[src/rtl/digit_pkg.sv]
// Shared types and constants for the digit classifier output stage.
package digit_pkg;

  localparam int NUM_CLASSES_DEF = 10;
  localparam int SCORE_W_DEF     = 16;
  localparam int IDX_W           = 4;

  typedef enum logic [1:0] {
    IDLE    = 2'd0,
    ACCUM   = 2'd1,
    DISCARD = 2'd2
  } argmax_state_t;

endpackage

[src/rtl/digit_stability_filter.sv]
// Emits a candidate winner only once it has won STABLE_FRAMES consecutive good frames;
// the same digit is not re-emitted until a different winner breaks the run.
module digit_stability_filter
  import digit_pkg::*;
#(
  parameter int SCORE_W       = SCORE_W_DEF,
  parameter int STABLE_FRAMES = 3
) (
  input  logic                      clk,
  input  logic                      rst,
  input  logic                      cand_valid,
  input  logic [IDX_W-1:0]          cand_idx,
  input  logic signed [SCORE_W-1:0] cand_score,
  output logic                      emit_valid,
  output logic [IDX_W-1:0]          emit_idx,
  output logic signed [SCORE_W-1:0] emit_score
);

  localparam logic [3:0] RUN_MAX = 4'(STABLE_FRAMES);

  logic [3:0]       run_reg, run_next;
  logic [IDX_W-1:0] prev_idx_reg, prev_idx_next;
  logic             same_winner;

  // A zero run means no good frame has been seen since reset, so nothing to agree with.
  assign same_winner = (run_reg != 4'd0) && (cand_idx == prev_idx_reg);

  always_comb begin
    run_next      = run_reg;
    prev_idx_next = prev_idx_reg;
    emit_valid    = 1'b0;
    if (cand_valid) begin
      prev_idx_next = cand_idx;
      if (same_winner) begin
        if (run_reg < RUN_MAX) begin
          run_next   = run_reg + 4'd1;
          emit_valid = ((run_reg + 4'd1) == RUN_MAX);
        end
      end else begin
        run_next   = 4'd1;
        emit_valid = (RUN_MAX == 4'd1);
      end
    end
  end

  always_ff @(posedge clk or posedge rst) begin
    if (rst) begin
      run_reg      <= 4'd0;
      prev_idx_reg <= '0;
    end else begin
      run_reg      <= run_next;
      prev_idx_reg <= prev_idx_next;
    end
  end

  assign emit_idx   = cand_idx;
  assign emit_score = cand_score;

endmodule

[src/rtl/digit_argmax.sv]
// Serial signed arg-max over one frame of class scores with frame-length checking.
// Optional DIGIT_ARGMAX_STABLE_EN gates results through digit_stability_filter.
module digit_argmax
  import digit_pkg::*;
#(
  parameter int SCORE_W       = SCORE_W_DEF,
  parameter int NUM_CLASSES   = NUM_CLASSES_DEF,
  parameter int STABLE_FRAMES = 3
) (
  input  logic                      clk,
  input  logic                      rst,
  input  logic signed [SCORE_W-1:0] score_in,
  input  logic                      score_valid,
  input  logic                      score_last,
  output logic                      valid_out,
  output logic [IDX_W-1:0]          decision,
  output logic signed [SCORE_W-1:0] max_score,
  output logic                      frame_err,
  output logic                      busy
);

  localparam logic [IDX_W-1:0] LAST_IDX = IDX_W'(NUM_CLASSES - 1);

  if (NUM_CLASSES < 2 || NUM_CLASSES > 16) begin : g_bad_num_classes
    $error("digit_argmax: NUM_CLASSES must be in 2..16");
  end
  if (STABLE_FRAMES < 1 || STABLE_FRAMES > 15) begin : g_bad_stable_frames
    $error("digit_argmax: STABLE_FRAMES must be in 1..15");
  end

  argmax_state_t             state_reg, state_next;
  logic [IDX_W-1:0]          idx_reg, idx_next;
  logic [IDX_W-1:0]          best_idx_reg, best_idx_next;
  logic signed [SCORE_W-1:0] best_reg, best_next;
  logic                      score_gt;
  logic                      err_next;

  logic                      cand_valid;
  logic [IDX_W-1:0]          cand_idx;
  logic signed [SCORE_W-1:0] cand_score;
  logic                      emit_valid;
  logic [IDX_W-1:0]          emit_idx;
  logic signed [SCORE_W-1:0] emit_score;

  logic                      valid_out_reg;
  logic                      frame_err_reg;
  logic [IDX_W-1:0]          decision_reg;
  logic signed [SCORE_W-1:0] max_score_reg;

  // Strict compare keeps the earlier index on ties.
  assign score_gt = (score_in > best_reg);

  always_comb begin
    state_next    = state_reg;
    idx_next      = idx_reg;
    best_next     = best_reg;
    best_idx_next = best_idx_reg;
    err_next      = 1'b0;
    cand_valid    = 1'b0;
    cand_idx      = best_idx_reg;
    cand_score    = best_reg;
    case (state_reg)
      IDLE: begin
        if (score_valid) begin
          best_next     = score_in;
          best_idx_next = '0;
          idx_next      = IDX_W'(1);
          if (score_last) err_next = 1'b1;
          else            state_next = ACCUM;
        end
      end
      ACCUM: begin
        if (score_valid) begin
          if (score_gt) begin
            best_next     = score_in;
            best_idx_next = idx_reg;
          end
          idx_next = idx_reg + IDX_W'(1);
          if (idx_reg == LAST_IDX) begin
            if (score_last) begin
              // The final beat's own compare is folded in before handing off.
              cand_valid = 1'b1;
              cand_idx   = score_gt ? idx_reg : best_idx_reg;
              cand_score = score_gt ? score_in : best_reg;
              state_next = IDLE;
            end else begin
              err_next   = 1'b1;
              state_next = DISCARD;
            end
          end else if (score_last) begin
            err_next   = 1'b1;
            state_next = IDLE;
          end
        end
      end
      DISCARD: begin
        if (score_valid && score_last) state_next = IDLE;
      end
      default: state_next = IDLE;
    endcase
  end

  always_ff @(posedge clk or posedge rst) begin
    if (rst) begin
      state_reg    <= IDLE;
      idx_reg      <= '0;
      best_idx_reg <= '0;
      best_reg     <= '0;
    end else begin
      state_reg    <= state_next;
      idx_reg      <= idx_next;
      best_idx_reg <= best_idx_next;
      best_reg     <= best_next;
    end
  end

`ifdef DIGIT_ARGMAX_STABLE_EN
  digit_stability_filter #(
    .SCORE_W       (SCORE_W),
    .STABLE_FRAMES (STABLE_FRAMES)
  ) u_stability (
    .clk        (clk),
    .rst        (rst),
    .cand_valid (cand_valid),
    .cand_idx   (cand_idx),
    .cand_score (cand_score),
    .emit_valid (emit_valid),
    .emit_idx   (emit_idx),
    .emit_score (emit_score)
  );
`else
  assign emit_valid = cand_valid;
  assign emit_idx   = cand_idx;
  assign emit_score = cand_score;
`endif

  always_ff @(posedge clk or posedge rst) begin
    if (rst) begin
      valid_out_reg <= 1'b0;
      frame_err_reg <= 1'b0;
      decision_reg  <= '0;
      max_score_reg <= '0;
    end else begin
      valid_out_reg <= emit_valid;
      frame_err_reg <= err_next;
      if (emit_valid) begin
        decision_reg  <= emit_idx;
        max_score_reg <= emit_score;
      end
    end
  end

  assign valid_out = valid_out_reg;
  assign frame_err = frame_err_reg;
  assign decision  = decision_reg;
  assign max_score = max_score_reg;
  assign busy      = (state_reg != IDLE);

endmodule

[config.mk]
export PLATFORM = sky130hd
export DESIGN_NAME = digit_argmax
export DESIGN_NICKNAME = d
export VERILOG_FILES = /design/src/rtl/digit_pkg.sv /design/src/rtl/digit_stability_filter.sv /design/src/rtl/digit_argmax.sv
export SDC_FILE = /design/constraint.sdc
export NUM_CORES = 1
export LEC_CHECK = 0
export CAP_MARGIN = 10
export CORE_AREA = 2 2 87 89
export CTS_CLUSTER_DIAMETER = 100
export DETAILED_ROUTE_END_ITERATION = 12
export DIE_AREA = 0 0 89 91
export PLACE_DENSITY = 0.63
export SYNTH_ARGS = -nofsm -noshare
export SYNTH_HDL_FRONTEND = slang
export SYNTH_SLANG_ARGS = --single-unit
[constraint.sdc]
create_clock -name clk -period 2.2 [get_ports clk]
set_input_delay 0.66 -clock clk [delete_from_list [all_inputs] [get_ports clk]]
set_output_delay 0.66 -clock clk [all_outputs]
set_load 0.1 [all_outputs]
==> metrics.cfg, run 1 <==
[synthesis]
netlist_top_cells_area=dfrtp_1 (44%), o211ai_1 (9.8%), ha_1 (9.5%)
avgSynthCellArea_sq_um=10.3
yosysTopAreaCell=dfrtp_1
ys_seq_elements=48
yosysMostFrequentCell=dfrtp_1
ys_seq_area_frac=0.435
synth_flop_cell=dfrtp_1
synth_area_sq_um=2760
synth_commonest_cells=dfrtp_1 (48), o211ai_1 (36), nor2_1 (24)
syn_inst=268
syn-num-nets=309
netlist-cell-type-count=47
async_flop_share=1.00
yosys_warnings=0
yosysTopAreaCellShare=0.435
synth_edf_count=0

[sta]
layout_setup_ws_ps=-197
hold_viol=0
fin_skew_ps=8.15
slew_viol_final=0
setup_tns_ps=-4300
slew_headroom=0.780
fmax_mhz=417
final.min_clock_period_ps=2400
rsz0062_at_grt=yes
tightestPinTransition_ps=328
period_share=1.09
setup_violations=38

[placement]
post-place-ws_ps=-993
io_buffers=42
gp_congestion=0.769
placed_area_sq_um=3730
hpwl_microns=5020

[floorplanning]
dieWidth_microns=89
dieArea_sq_um=8100
die_y_microns=91
io_pins=43
initial_core_util=0.387
fp.coreArea_sq_um=7140
fp-row-count=31

[pwr]
seqPwrFrac=0.258
p_int_w=0.00263
p_switching_w=0.00260
swShare=0.497
p_per_area_nw_per_um2=1270
p_leak_nw=1.90
comb_power_share=0.618
p_clk_frac=0.123
power_w=0.00523
peakVddDrop_mv=0.705

[finish]
drive_above_1_share=0.436
diodes=0
fillers=609
area_growth_pct=49.7
fin_area_sq_um=4130
final_nets=405

[critical_path]
worstPathArrival_ps=2590
cp_max_fo=6
endpoint_kind=register
worstPathRequired_ps=2390
reg2regPathDepth=9
regToRegSetupSlack_ps=-180
r2r-start=best_reg[1]
r2r_end=best_reg[1]
critPathLaunchType=input pin
path_class=input pin to register

[status]
violations=setup timing
status=complete, but fails checks

[clock_tree]
cts.sinks=48
cts_hold_buf=0
cts_tree=done
clkSlewWorstSetupHoldPaths_ps=90
cts-htree-levels=2
insertion_delay_ps=310
cts_inserted_buffers=5
cts_buffer_depth=2
cts_root_buffer=clkbuf_8

[worst_hold_path]
holdPathStages=1
hold_class=register to register
hold_end=state_reg[0]
min_from=state_reg[1]

[global_route]
grt_max_degree=49
grt_pass1_wl_microns=12900
grt_pass1_vias=2618
grtUsageTotal=0.200
grt_overflow=0
antenna_found_initial=0

[drt]
postRouteAntennaNets=0
drc=0
dr_total_vias=2449
wl_per_cell_microns=16.2
wl_microns=7540
drtIter0Drc=99
dr.pass1.iters=4
via_per_inst=5.28

[run]
maxCapViolations=0

-- per-layer routing --
metal,vias to the layer above,global-route usage,routed length [microns]
met4,0,0.0709,140
met1,1186,0.272,3400
met3,14,0.0318,292
met2,67,0.320,3710
li1,1182,-,-
met5,-,0,0
-- worst max path at each step --
stage / startpoint / to / slack (ps)
6_report: score_in[1] / best_reg[1] / -200
5_1_grt: best_reg[13] / best_reg[1] / -290
4_1_cts: score_in[13] / best_reg[2] / -250
3_5_place_dp: score_in[15] / best_idx_reg[3] / -990
3_3_place_gp: score_in[1] / best_idx_reg[3] / -970
2_1_floorplan: score_in[1] / best_reg[10] / -320
-- metrics by stage --
| step | std cells | hold WS [ps] | util |
|---|---|---|---|
| global route | 464 | 529 | 0.579 |
| detailed placement | 450 | 488 | 0.523 |
| finish | 464 | 510 | 0.579 |
| global placement | 450 | 489 | 0.523 |
| floorplan | 268 | 463 | - |
| CTS | 462 | 512 | 0.576 |
-- power groups by stage --
stage	sequential [W]	clock [W]	combinational [W]
after floorplan	0.00255	0	0.000877
after global placement	0.00135	0	0.00292
after detailed placement	0.00136	0	0.00295
after CTS	0.00135	0.000671	0.00320
after global routing	0.00139	0.000706	0.00343
final	0.00135	0.000646	0.00323
-- cells in the final DEF, fill, tap and decap left out, drive strengths merged, types with 2 or more instances in the layout --
| master | Yosys | final |
|---|---|---|
| a21o | 2 | 2 |
| a21oi | 7 | 7 |
| a31oi | 18 | 18 |
| a32o | 3 | 3 |
| and3 | 2 | 2 |
| buf | 6 | 96 |
| clkbuf | 11 | 9 |
| clkdlybuf4s15 | 0 | 3 |
| clkdlybuf4s50 | 0 | 3 |
| dfrtp | 48 | 48 |
| ha | 21 | 21 |
| inv | 22 | 22 |
| mux2 | 16 | 16 |
| nand2 | 9 | 9 |
| nand2b | 3 | 3 |
| nand3b | 2 | 2 |
| nand4 | 4 | 4 |
| nor2 | 25 | 25 |
| nor2b | 3 | 3 |
| nor3 | 3 | 3 |
| o211ai | 36 | 36 |
| o21ai | 7 | 7 |
| or2 | 3 | 3 |
-- cell type report --
| type | count | area (sq um) | area share |
|---|---|---|---|
| clock buffer | 5 | 68.8 | 0.0167 |
| clock inverter | 3 | 42.5 | 0.0103 |
| inverter | 22 | 82.6 | 0.0200 |
| multi-input combinational | 181 | 1650 | 0.401 |
| sequential | 48 | 1200 | 0.291 |
| tap | 99 | 124 | 0.0300 |
| timing repair buffer | 106 | 956 | 0.232 |
-- worst max-delay path, cell delays in order --
cell	delay, ps
buf_4	130
ha_4	210
nor2b_4	120
o211ai_1	270
a2111oi_4	140
o31a_4	330
o21ai_4	230
buf_6	190
mux2_4	310
-- cells by family after synthesis --
family	Yosys count	share of synthesized area
compound gates	84	0.221
simple gates	59	0.106
flops	48	0.435
buf+inv	39	0.0644
fa+ha+maj	21	0.0952
mux	17	0.0785
-- repair_timing --
| item | CTS | global route |
|---|---|---|
| setup buffers | 2 | 2 |
| setup endpoints to repair | 40 | 40 |
| pin swaps | 47 | 13 |
| resized for setup | 103 | 11 |
| gates cloned | 2 | 0 |
Note: power is estimated with default switching activity, not from simulation.
==> run 2, diff against run 1 <==
--- a/config.mk
+++ b/config.mk
@@ -10,7 +10,7 @@
 export CTS_CLUSTER_DIAMETER = 100
 export DETAILED_ROUTE_END_ITERATION = 12
 export DIE_AREA = 0 0 89 91
-export PLACE_DENSITY = 0.63
+export PLACE_DENSITY = 0.61
 export SYNTH_ARGS = -nofsm -noshare
 export SYNTH_HDL_FRONTEND = slang
 export SYNTH_SLANG_ARGS = --single-unit
==> constraint.sdc (replaced) <==
create_clock -name clk -period 2.4 [get_ports clk]
set_input_delay 0.48 -clock clk [delete_from_list [all_inputs] [get_ports clk]]
set_output_delay 0.48 -clock clk [all_outputs]
set_load 0.1 [all_outputs]
==> run 2 against run 1 <==
The run still ends with setup timing left; hold slack lost 26 ps; critical path type is now register to register; final cell count is 0.65% lower; largest power group unchanged; clock skew grew 1.8 ps; wire length fell by 2.5%.
==> metrics.cfg, run 2 (same netlist as run 1, synthesis figures left out) <==
[status]
status=complete, but fails checks
violations=setup timing

[floorplanning]
dieWidth_microns=89  ; unchanged
fp-row-count=31  ; unchanged
fp.coreArea_sq_um=7140  ; unchanged
die_y_microns=91  ; unchanged
io_pins=43  ; unchanged
dieArea_sq_um=8100  ; unchanged
initial_core_util=0.387  ; unchanged

[sta]
setup_violations=16  ; -58%
final.min_clock_period_ps=2440
fmax_mhz=410
setup_tns_ps=-343  ; +3960 ps
rsz0062_at_grt=yes
holdWs_ps=484  ; -25.5 ps
slew_viol_final=0  ; unchanged
period_share=1.02
fin_skew_ps=9.91  ; +1.76 ps
hold_viol=0  ; unchanged
tightestPinTransition_ps=533  ; +205 ps
slew_headroom=0.644  ; -0.136
layout_setup_ws_ps=-41.4  ; +156 ps

[global_route]
grt_overflow=0  ; unchanged
antenna_found_initial=0  ; unchanged
grt_pass1_vias=2436  ; -7.0%
grt_pass1_wl_microns=11900  ; -7.3%
grtUsageTotal=0.190  ; -0.0105
grt_max_degree=27  ; -45%

[finish]
diodes=0  ; unchanged
drive_above_1_share=0.359  ; -0.0765
final_common_cell=buf_4
final_cell_mix=buf_4 (68), dfrtp_1 (48), o211ai_1 (36)
fillers=676  ; +11%
final_nets=402  ; -0.74%
area_growth_pct=42.9

[critical_path]
worstPathRequired_ps=2590  ; +200 ps
endpoint=best_reg[9]
r2r-start=best_reg[1]
worstPathArrival_ps=2630  ; +40 ps
critPathLaunchType=register
endpoint_kind=register
path_class=register to register
cp_max_fo=4  ; -2
crit_chain=inv_2 -> ha_4 -> nor2b_1 -> o211ai_1 -> a2111oi_4 -> o31a_2 -> o21ai_4 -> buf_12 -> buf_8 -> mux2_4
reg2regPathDepth=10  ; +1
critical-path-max-stage-delay_ps=400  ; +70 ps
r2r_end=best_reg[9]
cp_slowest_cell=dfrtp_1
regToRegSetupSlack_ps=-40  ; +140 ps
startpoint=best_reg[1]

[drt]
wl_per_cell_microns=15.9  ; -1.9%
drc=0  ; unchanged
postRouteAntennaNets=0  ; unchanged
drtIter0Drc=145  ; +46%
dr_total_vias=2389  ; -2.4%
wl_microns=7350  ; -2.5%
via_per_inst=5.18  ; -1.8%
dr.pass1.iters=4  ; unchanged

[pwr]
peakVddDrop_mv=0.583  ; -17%
power_w=0.00457  ; -13%
p_per_area_nw_per_um2=1160  ; -8.6%
p_leak_nw=1.88  ; -1.1%

[run]
maxCapViolations=0  ; unchanged

[clock_tree]
insertion_delay_ps=300  ; about the same
cts_inserted_buffers=5  ; unchanged
cts.sinks=48  ; unchanged
cts-htree-levels=2  ; unchanged
cts_buffer_depth=2  ; unchanged
cts_tree=done
cts_root_buffer=clkbuf_8
clkSlewWorstSetupHoldPaths_ps=80  ; about the same

[placement]
io_buffers=42  ; unchanged
hpwl_microns=5050  ; +0.49%
gp_congestion=0.779  ; +1.4%

[worst_hold_path]
hold_class=input pin to register

==> run 2: cell types whose count changed in the layout (fill, tap and decap cells not counted), sizes merged <==
cell and delta:
buf -12, clkbuf -2, dlygate4sd2 +12, bufinv -1, clkinvlp -1, clkinv +1
==> run 2: stage by stage <==
step | worst slack (ps) | cells | utilization | cell area (sq um)
2_1_floorplan | 3.21 | 268 | - | 2770
3_3_place_gp | -556 | 436 | 0.493 | 3520
3_5_place_dp | -566 | 436 | 0.493 | 3520
4_1_cts | -60.8 | 454 | 0.536 | 3830
5_1_grt | -115 | 461 | 0.553 | 3940
6_report | -41.4 | 461 | 0.553 | 3940
==> run 2: power breakdown <==
group | internal [W] | switching [W]
combinational | 0.000954 | 0.00187
clock | 0.000231 | 0.000272
sequential | 0.00107 | 0.000172
total | 0.00225 | 0.00232
==> run 2: routing by layer <==
metal | GRT usage | routed length [microns] | up-vias | share of wire
met5 | 0 | 0 | - | 0
met4 | 0.0771 | 196 | 0 | 0.027
met3 | 0.0336 | 334 | 15 | 0.045
met2 | 0.297 | 3470 | 64 | 0.47
met1 | 0.256 | 3340 | 1140 | 0.45
li1 | - | - | 1170 | -
==> run 2: final cells by class <==
cell class / count / area (sq um) / area share
Multi-Input combinational cell: 181 / 1540 / 0.390
Sequential cell: 48 / 1200 / 0.305
Timing Repair Buffer: 103 / 905 / 0.229
Tap cell: 99 / 124 / 0.0314
Clock buffer: 6 / 82.6 / 0.0209
Inverter: 22 / 82.6 / 0.0209
Clock inverter: 2 / 10.0 / 0.00254
==> run 2: how the worst min path moves through the flow <==
stage | start | end | slack (ps) | depth (start not counted)
finish | score_in[9] | best_reg[9] | 480 | 2
CTS | best_idx_reg[2] | best_idx_reg[2] | 510 | 1
detailed placement | best_idx_reg[2] | best_idx_reg[2] | 490 | 1
global placement | best_idx_reg[0] | best_idx_reg[0] | 480 | 1
global route | score_in[9] | best_reg[9] | 500 | 2
floorplan | best_idx_reg[2] | best_idx_reg[2] | 470 | 1
==> run 2: timing repair <==
| action | in CTS | in global routing |
|---|---|---|
| buffers inserted | 10 | 6 |
| endpoints found under the setup margin | 40 | 40 |
| pin swaps | 19 | 46 |
| gates cloned | 0 | 1 |
| resized for setup | 48 | 18 |
| hold buffers | 0 | 0 |
==> run 2: worst max-delay path, delay by kind of cell, from the launching register on <==
family                   cells  cell delay, ps
AO/OA/AOI/OAI                4            1000
adder cells (fa/ha/maj)      1             190
buffers and inverters        3             340
flip-flops                   1             400
multiplexers                 1             290
AND/OR/NAND/NOR              1             120
==> run 3, diff against run 2 <==
--- a/config.mk
+++ b/config.mk
@@ -6,10 +6,10 @@
 export NUM_CORES = 1
 export LEC_CHECK = 0
 export CAP_MARGIN = 10
-export CORE_AREA = 2 2 87 89
+export CORE_AREA = 4 4 89 91
 export CTS_CLUSTER_DIAMETER = 100
 export DETAILED_ROUTE_END_ITERATION = 12
-export DIE_AREA = 0 0 89 91
+export DIE_AREA = 0 0 93 95
 export PLACE_DENSITY = 0.61
 export SYNTH_ARGS = -nofsm -noshare
 export SYNTH_HDL_FRONTEND = slang
==> run 3 against run 2 <==
The run now ends clean; sequential share of layout area increased by 0.91 points; wire length is 3.5% lower; total power is 3.2% lower; count of clock-buffer cells in the layout did not move; critical path depth unchanged; largest power group unchanged.
==> metrics.cfg, run 3 (same netlist as run 1, synthesis figures left out) <==
[finish]
utilization=0.537  ; -0.0160
drive_above_1_share=0.350  ; -0.00898
diodes=0  ; unchanged
area_growth_pct=38.8
final_nets=398  ; -1.0%
fillers=674  ; -0.30%
final_common_cell=buf_4
final_cell_mix=buf_4 (76), dfrtp_1 (48), o211ai_1 (36)
stdcell_count=456  ; -1.1%

[placement]
gp_congestion=0.809  ; +3.7%
dp.cells=442  ; +1.4%
post-place-ws_ps=-648  ; -82.3 ps
io_buffers=42  ; unchanged
hpwl_microns=5300  ; +5.1%

[sta]
slew_viol_final=0  ; unchanged
setup_violations=0  ; -16
final.min_clock_period_ps=2350  ; -94.7 ps
setup_tns_ps=0  ; +343 ps
layout_setup_ws_ps=53.3  ; +94.7 ps
period_share=0.978  ; -0.0395
slew_headroom=0.674  ; +0.0293
fin_skew_ps=8.25  ; -1.65 ps
tightestPinTransition_ps=489  ; -43.9 ps
rsz0062_at_grt=yes
hold_viol=0  ; unchanged
fmax_mhz=426  ; +4.0%

[global_route]
grt_overflow=0  ; unchanged
grtUsageTotal=0.168  ; -0.0220
grt_max_degree=23  ; -15%
grt_pass1_wl_microns=11700  ; -2.3%
grt_pass1_vias=2384  ; -2.1%
antenna_found_initial=0  ; unchanged

[critical_path]
worstPathRequired_ps=2590  ; about the same
path_class=input pin to register
worstPathArrival_ps=2540  ; -90 ps
reg2regPathDepth=10  ; unchanged
endpoint_kind=register
critPathLaunchType=input pin
cp_max_fo=8  ; +4

[drt]
drc=0  ; unchanged
wl_microns=7090  ; -3.5%
dr_total_vias=2369  ; -0.84%
postRouteAntennaNets=0  ; unchanged
drtIter0Drc=64  ; -56%
dr.pass1.iters=4  ; unchanged
wl_per_cell_microns=15.5  ; -2.4%
via_per_inst=5.20  ; +0.25%

[floorplanning]
initial_core_util=0.387  ; unchanged
die_y_microns=95  ; +4.4%
dieArea_sq_um=8840  ; +9.1%
fp-row-count=31  ; unchanged
fp.coreArea_sq_um=7140  ; unchanged
io_pins=43  ; unchanged
dieWidth_microns=93  ; +4.5%

[status]
status=finished, final reports clean

[clock_tree]
cts_hold_buf=0  ; unchanged
insertion_delay_ps=300  ; about the same
cts_root_buffer=clkbuf_8
cts-htree-levels=2  ; unchanged
clkSlewWorstSetupHoldPaths_ps=80  ; about the same
cts_buffer_depth=2  ; unchanged
cts.sinks=48  ; unchanged
cts_inserted_buffers=5  ; unchanged
cts_tree=done

[run]
maxCapViolations=0  ; unchanged

[pwr]
p_leak_nw=1.80  ; -3.9%
power_w=0.00442  ; -3.2%
p_per_area_nw_per_um2=1160  ; -0.33%
peakVddDrop_mv=0.820  ; +41%

[worst_hold_path]
hold_class=register to register
holdPathStages=1  ; -1

## run 3: cell count changes in the layout (fill, tap and decap cells not counted), moves of 2 or more
cell | previous run | this run
buf_4 | 68 | 76
mux2_4 | 16 | 14
buf_6 | 10 | 2
buf_8 | 2 | 0
buf_12 | 4 | 2
mux2_2 | 0 | 2
## run 3: worst max-delay path: stages
cell,delay [ps]
dlygate4sd2_1,270
ha_4,280
nand4_1,180
buf_4,210
a2111oi_4,360
o31a_4,210
o21ai_4,80
buf_12,170
buf_6,110
a32o_1,190
## run 3: cell type report
cell class                      instances  area (sq um)  area share
Sequential cell                        48          1200       0.314
Clock inverter                          1          5.00     0.00131
Tap cell                               99           124      0.0323
Clock buffer                            6          72.6      0.0189
Multi-Input combinational cell        181          1540       0.402
Timing Repair Buffer                   99           806       0.210
Inverter                               22          82.6      0.0216
## run 3: routing by layer
metal / global-route usage / vias to the layer above / routed length [microns]
met5: 0 / - / 0
met4: 0.0440 / 0 / 81
met3: 0.0231 / 7 / 306
met2: 0.281 / 58 / 3410
met1: 0.228 / 1140 / 3290
li1: - / 1164 / -
## run 3: path summary, 6_finish.rpt
path                            slack (ps)              end             from
worst max-delay path                    50  best_idx_reg[0]     score_in[13]
worst min-delay path                   500  best_idx_reg[1]  best_idx_reg[1]
worst max register to register          60  best_idx_reg[0]     best_reg[12]
worst min register to register         500  best_idx_reg[1]  best_idx_reg[1]
max in group asynchronous             1270     best_reg[12]              rst
min in group asynchronous              520     max_score[3]              rst
## run 3: repair_timing
item                                    in CTS  in global routing
endpoints found under the setup margin      40                 37
buffers inserted                             4                  3
gates resized for setup                     31                 18
pin swaps                                   25                  4
cloned                                       0                  0
endpoints found under the hold margin        0                  0
## run 3: power by group
| group | leakage (nW) | switching (W) | total, W | internal, W |
|---|---|---|---|---|
| sequential | 0.616 | 0.000168 | 0.00124 | 0.00107 |
| combinational | 1.15 | 0.00184 | 0.00272 | 0.000879 |
| clock | 0.0410 | 0.000265 | 0.000464 | 0.000199 |
## run 3: through the flow
stage | hold WS (ps) | cell area [sq um]
after global routing | 510 | 3830
final | 502 | 3830
after CTS | 508 | 3750
after detailed placement | 485 | 3560
after global placement | 480 | 3560
after floorplan | 466 | 2770
